--- src/rtl/avalon_note_sequencer.sv ---
// Score ROM player: fetches 16-bit note events and drives the
// avalon_FreqSynth note/volume/playing registers over Avalon-MM.
module avalon_note_sequencer #(
   parameter int ADDR_W         = 8,
   parameter int TICKS_PER_BEAT = 12500000,
   parameter int GAP_CYCLES     = 500000
) (
   input  logic              clk,
   input  logic              reset_n,
   input  logic              start,
   input  logic              stop,
   output logic              busy,
   output logic              done,
   output logic [ADDR_W-1:0] rom_addr,
   input  logic [15:0]       rom_data,
   output logic [1:0]        avm_address,
   output logic [7:0]        avm_writedata,
   output logic              avm_write,
   output logic              avm_chipselect,
   input  logic              avm_waitrequest
);

   localparam int TW = (TICKS_PER_BEAT > 1) ? $clog2(TICKS_PER_BEAT) : 1;
   localparam int GW = (GAP_CYCLES > 1) ? $clog2(GAP_CYCLES) : 1;
   localparam logic [TW-1:0] TMAX = TW'(TICKS_PER_BEAT - 1);
   localparam logic [GW-1:0] GMAX =
      GW'((GAP_CYCLES > 0) ? GAP_CYCLES - 1 : 0);

   typedef enum logic [3:0] {
      S_IDLE, S_FETCH, S_DECODE, S_WR_NOTE, S_WR_VOL,
      S_WR_PLAY, S_HOLD, S_WR_OFF, S_GAP, S_WR_STOP
   } state_t;

   state_t            state_q, state_d;
   logic [ADDR_W-1:0] ptr_q, ptr_d;
   logic [5:0]        beat_q, beat_d;
   logic [TW-1:0]     tick_q, tick_d;
   logic [GW-1:0]     gap_q, gap_d;
   logic [1:0]        vol_q, vol_d;
   logic              rest_q, rest_d;
   logic              pend_q, pend_d;
   logic              done_q, done_d;
   logic              wr_q, wr_d;
   logic [1:0]        adr_q, adr_d;
   logic [7:0]        dat_q, dat_d;

   logic       halt;
   logic       xfer;
   logic [5:0] ev_dur;
   logic [7:0] ev_note;

   assign ev_dur  = rom_data[15:10];
   assign ev_note = rom_data[7:0];
   // A stop seen during a stalled write is remembered until it can act.
   assign halt    = stop | pend_q;
   assign xfer    = wr_q & ~avm_waitrequest;

   always_comb begin
      state_d = state_q;
      ptr_d   = ptr_q;
      beat_d  = beat_q;
      tick_d  = tick_q;
      gap_d   = gap_q;
      vol_d   = vol_q;
      rest_d  = rest_q;
      pend_d  = pend_q | stop;
      done_d  = 1'b0;
      wr_d    = wr_q;
      adr_d   = adr_q;
      dat_d   = dat_q;
      unique case (state_q)
         S_IDLE: begin
            pend_d = 1'b0;
            if (start && !stop) begin
               state_d = S_FETCH;
               ptr_d   = '0;
            end
         end
         S_FETCH: state_d = S_DECODE;
         S_DECODE: begin
            beat_d = ev_dur;
            tick_d = TMAX;
            vol_d  = rom_data[9:8];
            rest_d = (ev_note == 8'd0);
            wr_d   = 1'b1;
            adr_d  = 2'd0;
            dat_d  = 8'd0;
            if (ev_dur == 6'd0) begin
               state_d = S_WR_STOP;
            end else if (ev_note == 8'd0) begin
               state_d = S_WR_OFF;
            end else begin
               state_d = S_WR_NOTE;
               adr_d   = 2'd1;
               dat_d   = ev_note;
            end
         end
         S_WR_NOTE: if (xfer) begin
            state_d = S_WR_VOL;
            adr_d   = 2'd2;
            dat_d   = {6'd0, vol_q};
         end
         S_WR_VOL: if (xfer) begin
            state_d = S_WR_PLAY;
            adr_d   = 2'd0;
            dat_d   = 8'h01;
         end
         S_WR_PLAY: if (xfer) begin
            state_d = S_HOLD;
            wr_d    = 1'b0;
         end
         S_HOLD: begin
            if (tick_q != '0) begin
               tick_d = tick_q - TW'(1);
            end else if (beat_q != 6'd1) begin
               beat_d = beat_q - 6'd1;
               tick_d = TMAX;
            end else if (!rest_q) begin
               state_d = S_WR_OFF;
               wr_d    = 1'b1;
               adr_d   = 2'd0;
               dat_d   = 8'd0;
            end else if (GAP_CYCLES == 0) begin
               state_d = S_FETCH;
               ptr_d   = ptr_q + ADDR_W'(1);
            end else begin
               state_d = S_GAP;
               gap_d   = GMAX;
            end
         end
         S_WR_OFF: if (xfer) begin
            wr_d = 1'b0;
            if (rest_q) begin
               state_d = S_HOLD;
            end else if (GAP_CYCLES == 0) begin
               state_d = S_FETCH;
               ptr_d   = ptr_q + ADDR_W'(1);
            end else begin
               state_d = S_GAP;
               gap_d   = GMAX;
            end
         end
         S_GAP: begin
            if (gap_q != '0) begin
               gap_d = gap_q - GW'(1);
            end else begin
               state_d = S_FETCH;
               ptr_d   = ptr_q + ADDR_W'(1);
            end
         end
         S_WR_STOP: if (xfer) begin
            state_d = S_IDLE;
            wr_d    = 1'b0;
            done_d  = 1'b1;
         end
         default: state_d = S_IDLE;
      endcase
      // Stop overrides everything except an unfinished bus transfer.
      if (halt && ((state_q inside {S_FETCH, S_DECODE, S_HOLD, S_GAP}) ||
          (xfer && (state_q inside {S_WR_NOTE, S_WR_VOL,
                                    S_WR_PLAY, S_WR_OFF})))) begin
         state_d = S_WR_STOP;
         ptr_d   = ptr_q;
         wr_d    = 1'b1;
         adr_d   = 2'd0;
         dat_d   = 8'd0;
      end
   end

   always_ff @(posedge clk or negedge reset_n) begin
      if (!reset_n) begin
         state_q <= S_IDLE;
         ptr_q   <= '0;
         beat_q  <= '0;
         tick_q  <= '0;
         gap_q   <= '0;
         vol_q   <= '0;
         rest_q  <= 1'b0;
         pend_q  <= 1'b0;
         done_q  <= 1'b0;
         wr_q    <= 1'b0;
         adr_q   <= '0;
         dat_q   <= '0;
      end else begin
         state_q <= state_d;
         ptr_q   <= ptr_d;
         beat_q  <= beat_d;
         tick_q  <= tick_d;
         gap_q   <= gap_d;
         vol_q   <= vol_d;
         rest_q  <= rest_d;
         pend_q  <= pend_d;
         done_q  <= done_d;
         wr_q    <= wr_d;
         adr_q   <= adr_d;
         dat_q   <= dat_d;
      end
   end

   assign busy           = (state_q != S_IDLE);
   assign done           = done_q;
   assign rom_addr       = ptr_q;
   assign avm_address    = adr_q;
   assign avm_writedata  = dat_q;
   assign avm_write      = wr_q;
   assign avm_chipselect = wr_q;

endmodule

--- config.mk ---
export PLATFORM = sky130hd
export DESIGN_NAME = avalon_note_sequencer
export DESIGN_NICKNAME = d
export VERILOG_FILES = /design/src/rtl/avalon_note_sequencer.sv
export SDC_FILE = /design/constraint.sdc
export NUM_CORES = 1
export LEC_CHECK = 0
export CORE_ASPECT_RATIO = 0.5
export CORE_MARGIN = 2
export CORE_UTILIZATION = 32
export CTS_BUF_LIST = sky130_fd_sc_hd__clkbuf_4 sky130_fd_sc_hd__clkbuf_8
export DETAILED_ROUTE_END_ITERATION = 6
export SYNTH_ARGS = -nofsm -noshare
export SYNTH_HDL_FRONTEND = slang
export SYNTH_SLANG_ARGS = --single-unit
--- constraint.sdc ---
create_clock -name clk -period 2.1 [get_ports clk]
set_input_delay 0.21 -clock clk [delete_from_list [all_inputs] [get_ports clk]]
set_output_delay 0.21 -clock clk [all_outputs]
set_load 0.005 [all_outputs]
* Word level (Yosys, flattened, before mapping)
Index checks and enable logic that the tools add are counted.
** Operators by class
- Add/subtract/negate cells :: 4
- $mul :: 0
- Div/mod/pow operators :: 0
- Magnitude comparators :: 0
- Eq/ne operators :: 31
- Shifts and indexed selects :: 0
- Muxes and demuxes :: 58
- Bitwise gates (word level) :: 4
- Reduce and logical (&&, ||, !) cells :: 26
** Operator list (number)
- 19-bit two-way mux :: 6
- 8-bit two-way mux :: 10
- 19-bit case mux with 3 select lines :: 1
- 4-bit two-way mux :: 13
- 24-bit two-way mux :: 2
- 24-bit case mux with 2 select lines :: 1
- 4-bit case mux with 10 select lines :: 1
- 8-bit case mux with 4 select lines :: 1
- 3-bit by 2-bit != test with 1-bit output, second input constant :: 8
- 24-bit nonzero test :: 1
- 24-bit by 1-bit subtractor with 24-bit output, second input constant :: 1
- 19-bit nonzero test :: 1
- 19-bit by 1-bit subtractor with 19-bit output, second input constant :: 1
- 2-bit != test, second input constant :: 9
- 4-bit by 3-bit == test with 1-bit output, second input constant :: 4
- 8-bit case mux with 2 select lines :: 1
- 4-bit nonzero test :: 4
- 2-bit two-way mux :: 6
- 6-bit two-way mux :: 2
- 6-bit case mux with 2 select lines :: 1
- 1-bit two-way mux :: 10
- 3-bit != test, second input constant :: 3
- 9-bit AND reduction :: 1
- 8-bit by 1-bit adder with 8-bit output, second input constant :: 1
- 28 further kinds :: 34
** Storage, ports and cells
- Bits in registers :: 77
- Latch bits :: 0
- RAM bits :: 0
- Bits in read-only memories :: 0
- Input port bits :: 21
- Logic and storage cells :: 135
- Memories :: 0

* Longest topological paths before layout
- Depth in word-level cells :: 7
- Mapped depth :: 10
- Mapped depth without buffers :: 8

* Least setup slack after synthesis
Ideal clock, no wire load.
- Kind :: flip-flop to flip-flop
- From :: reg gap_q[7]
- To :: reg state_q[1]
- Arrival :: 2160 ps
- Required time :: 2031 ps
- Path slack :: -129 ps
- Cell stages (with the launch flop) :: 7
- Path buffers :: 0
- Cells stage by stage :: dfrtp_1 > or4_4 > nor4_4 > a31o_4 > o211ai_4 > or4b_1 > nand3_1
** On the way
- Cells in the longest elaborated chain, start to end :: 3
** RTL lines
- start: declaration :: line 38 : logic [GW-1:0] gap_q, gap_d;
- start signal: assignment :: line 189 : gap_q <= gap_d;
- 19-bit nonzero test :: line 144 : if (gap_q != '0) begin
- 3-bit by 2-bit != test with 1-bit output (no source line)
- 9-bit AND reduction (no source line)
- end signal: assignment :: line 185 : state_q <= state_d;
- end: declaration :: line 34 : state_t state_q, state_d;
No other way between the ends.
A chain may end at the register's enable or synchronous reset.

* Worst setup path after layout
- From :: reg tick_q[5]
- To :: reg gap_q[18]
** On the way
- Cells in the longest elaborated chain, start to end :: 3
** RTL lines
- start: declaration :: line 37 : logic [TW-1:0] tick_q, tick_d;
- start signal: assignment :: line 188 : tick_q <= tick_d;
- 24-bit nonzero test :: line 113 : if (tick_q != '0) begin
- 2-bit != test (no source line)
- 7-bit AND reduction (no source line)
No other way between the ends.

==> results.cfg <==
[drt]
drtIter0Drc = 213
totalWireLength_um = 11600
routed-via-count = 4317
drt_pre_antenna_iters = 4
remaining_drc_errors = 0
route.detailed.vias_per_inst = 5.28
wl_per_cell_um = 14.2
drt.antenna.violating_nets = 0

[worst_setup_path]
crit_buf_inv = 3
timing.critical_path.slowest_cell_delay_ns = 0.42
worstPathMaxFanout = 8
crit_required_ns = 2.38
timing.critical_path.depth = 9
crit_path_start = tick_q[5]$_DFFE_PN0P_
critical_path_arrival_ns = 2.43
timing.rr.start = tick_q[5]$_DFFE_PN0P_
cell_chain_of_the_critical_path = nor4_4, nand3_2, buf_4, nor3_2, buf_4, a2bb2oi_2, buf_6, o21ai_0, o21ai_0
cp-end-kind = flop
timing.reg2reg.setup_slack_ns = -0.05
worst_path_max_delay_cell = dfrtp_1
timing.rr.end = gap_q[18]$_DFFE_PN0P_
endpoint = gap_q[18]$_DFFE_PN0P_
critPathKind = flop to flop
setup.worst_path.start_class = flop
crit_family = simple AND/OR/NAND/NOR gates
reg2regPathDepth = 9

[floorplanning]
floorplan.die.width_um = 168
fp.dieArea_um2 = 14500
initial_core_util_pct = 33.5
pin_count = 43
core_region_area_um2 = 12900
floorplan.die.height_um = 86.2
row_count = 29

[status]
status = finished with violations
violated_checks = negative setup slack

[synth]
synth_enable_flop_cells = 0
synth.most_common_cell = dfrtp_1
postSynthCellCount = 494
synth.distinct_cells = 59
register_area_share_after_synthesis_pct = 44.5
share_of_synthesized_registers_carrying_an_async_set_or_reset_pct = 100
synth_top_cells_by_count = dfrtp_1, nand2_1, o21ai_0, nor2_1, a21oi_1
postSynthAreaPerCell_um2 = 8.76
postSynth.topFlopCell = dfrtp_1
ys_ff_latch = 77
syn_std_cell_area_um2 = 4330
yosys.area.top_type = dfrtp_1
synth_area_leaders = dfrtp_1, nand2_1, o21ai_0
synth.yosys.warnings = 0
synthesis.nets = 522
synth_largest_type_area_fraction_pct = 44.5

[cells_and_area]
final_net_count = 670
count_of_inserted_antenna_diode_cells = 0
postLayoutCellArea_um2 = 6460
finish.utilization_pct = 50.0
fillerInstances = 1201
post_route_cells_drive_above_1_share_pct = 31.4
area.growth.synth_to_final_pct = 49.3

[clock_network]
clock_tree_from_tritoncts = done
insertion_delay_ns = 0.37
cts_buffer_depth = 2
clock_sinks = 77
cts_inserted_buffers = 9
ctsHtreeMaxLevel = 3
clkSlewWorstSetupHoldPaths_ns = 0.08
clk_root_buffer_cell = clkbuf_8

[placement]
detailed_place.area_um2 = 5740
place.detailed.hpwl_um = 7830
io_buffers = 42
gpl.final_weighted_congestion = 0.847

[timing]
setup-violations-final = 12
final_max_slew_viol_count = 0
portion_of_the_clock_cycle_consumed_by_the_worst_path_in_the_final_layout_pct = 102
slew_at_the_pin_closest_to_its_max_slew_limit_ns = 0.569
fin_ws_ns = -0.0507
final-hold-violation-count = 0
rsz0062_at_grt = true
hold-worst-slack_ns = 0.342
max_slew_margin_pct = 62.0
fmax_ghz = 0.465
finalWorstPathRequiredPeriod_ns = 2.15
finalClockSkew_ns = 0.00789

[global_routing]
grt_first_pass_wirelength_um = 19300
track_usage_pct = 16.3
grt_overflow = 0
number_of_antenna_violations_at_the_first_check_in_global_routing = 0
grt_pass1_vias = 4119
grt_max_degree = 47

[worst_hold_path]
min_path_type = primary input to async pin

[pwr]
power.ir.vdd_worst_v = 0.000457
cellLeakagePower_nw = 2.60
powerDensity_nw_per_um2 = 1220

[flow_run]
maxCapViolations = 0
[sequential cells by signal (all words and copies together) (netlist names), 2 cells and up]
register and flops:
avm_address 2, avm_writedata 8, beat_q 6, gap_q 19, rom_addr 8, state_q 4
tick_q 24, vol_q 2
[stage by stage]
stage	worst slack, ns	setup TNS, ns	power [mW]	std cells
finish	-0.0507	-0.194	7.89	817
detailed placement	-0.179	-2.37	6.02	787
global route	-0.163	-4.60	8.48	817
global placement	-0.0960	-1.43	5.95	787
floorplan	-0.0105	-0.0105	4.41	494
CTS	-0.0459	-0.0662	7.52	810
[placed cells by master (no fill, tap or decap), drive strengths merged, types with 7 or more instances in the layout]
master,netlist,layout
clkbuf,13,13
nand3,18,18
ha,7,7
clkdlybuf4s50,0,41
dfrtp,77,77
nor3,20,20
a31oi,18,18
and3,9,9
or3,9,9
nand2,74,74
inv,16,16
a211oi,7,7
nor4,14,14
o21ai,42,42
a21oi,27,27
buf,9,116
nor2,39,39
[worst min-delay path by stage]
stage                     slack, ns  cells past startpoint                           end
final                          0.34                      2  avm_writedata[5]$_DFFE_PN0P_
after global routing           0.39                      2         tick_q[3]$_DFFE_PN0P_
after CTS                      0.33                      2         tick_q[3]$_DFFE_PN0P_
after detailed placement       0.19                      1  avm_writedata[5]$_DFFE_PN0P_
after global placement         0.19                      1  avm_writedata[7]$_DFFE_PN0P_
after floorplan               -0.09                      0    avm_address[0]$_DFFE_PN0P_
[layer usage]
metal  global-route usage [%]  vias up  routed length (µm)
li1                         -     2150                   -
met1                     21.1     2105                5470
met2                     27.7       48                5680
met3                     3.42       14                 303
met4                     5.02        0                 158
met5                        0        -                   0
[power breakdown]
part           total [mW]  internal, mW  switching (mW)  leakage [nW]
Combinational        4.11          2.05            2.06          1.58
Sequential           2.42          1.99           0.435         0.896
Clock                1.36         0.798           0.561         0.126
Total                7.89          4.83            3.06          2.60
[cell families (layout without fill, tap and decap cells)]
kind of cell / after synthesis / after routing / synth area share [%]
and+or+nand+nor: 220 / 221 / 25.8
AOI/OAI and AO/OA: 146 / 146 / 22.7
DFF: 77 / 77 / 44.5
buffers and inverters: 38 / 190 / 3.58
adders and majority gates: 7 / 7 / 2.02
muxes: 4 / 4 / 0.983
xor gates and xnor gates: 2 / 2 / 0.405
[what timing repair did]
action / CTS / global route
setup endpoints to repair: 30 / 71
hold buffers: 1 / 0
hold endpoints to repair: 31 / 0
gates cloned: 1 / 1
pin swaps: 4 / 16
setup buffers: 5 / 8
resized for setup: 15 / 85
[layout make-up]
cell class / instances / area [µm²] / share of cell area, %
repair buffers: 158 / 1400 / 21.6
well taps: 170 / 213 / 3.29
multi-input cells: 380 / 2620 / 40.6
inverters: 16 / 60.1 / 0.930
clock buffers: 13 / 179 / 2.77
clock inverters: 3 / 65.1 / 1.01
flip-flops and latches: 77 / 1930 / 29.8
No activity file was read; power rests on OpenSTA's default activity.
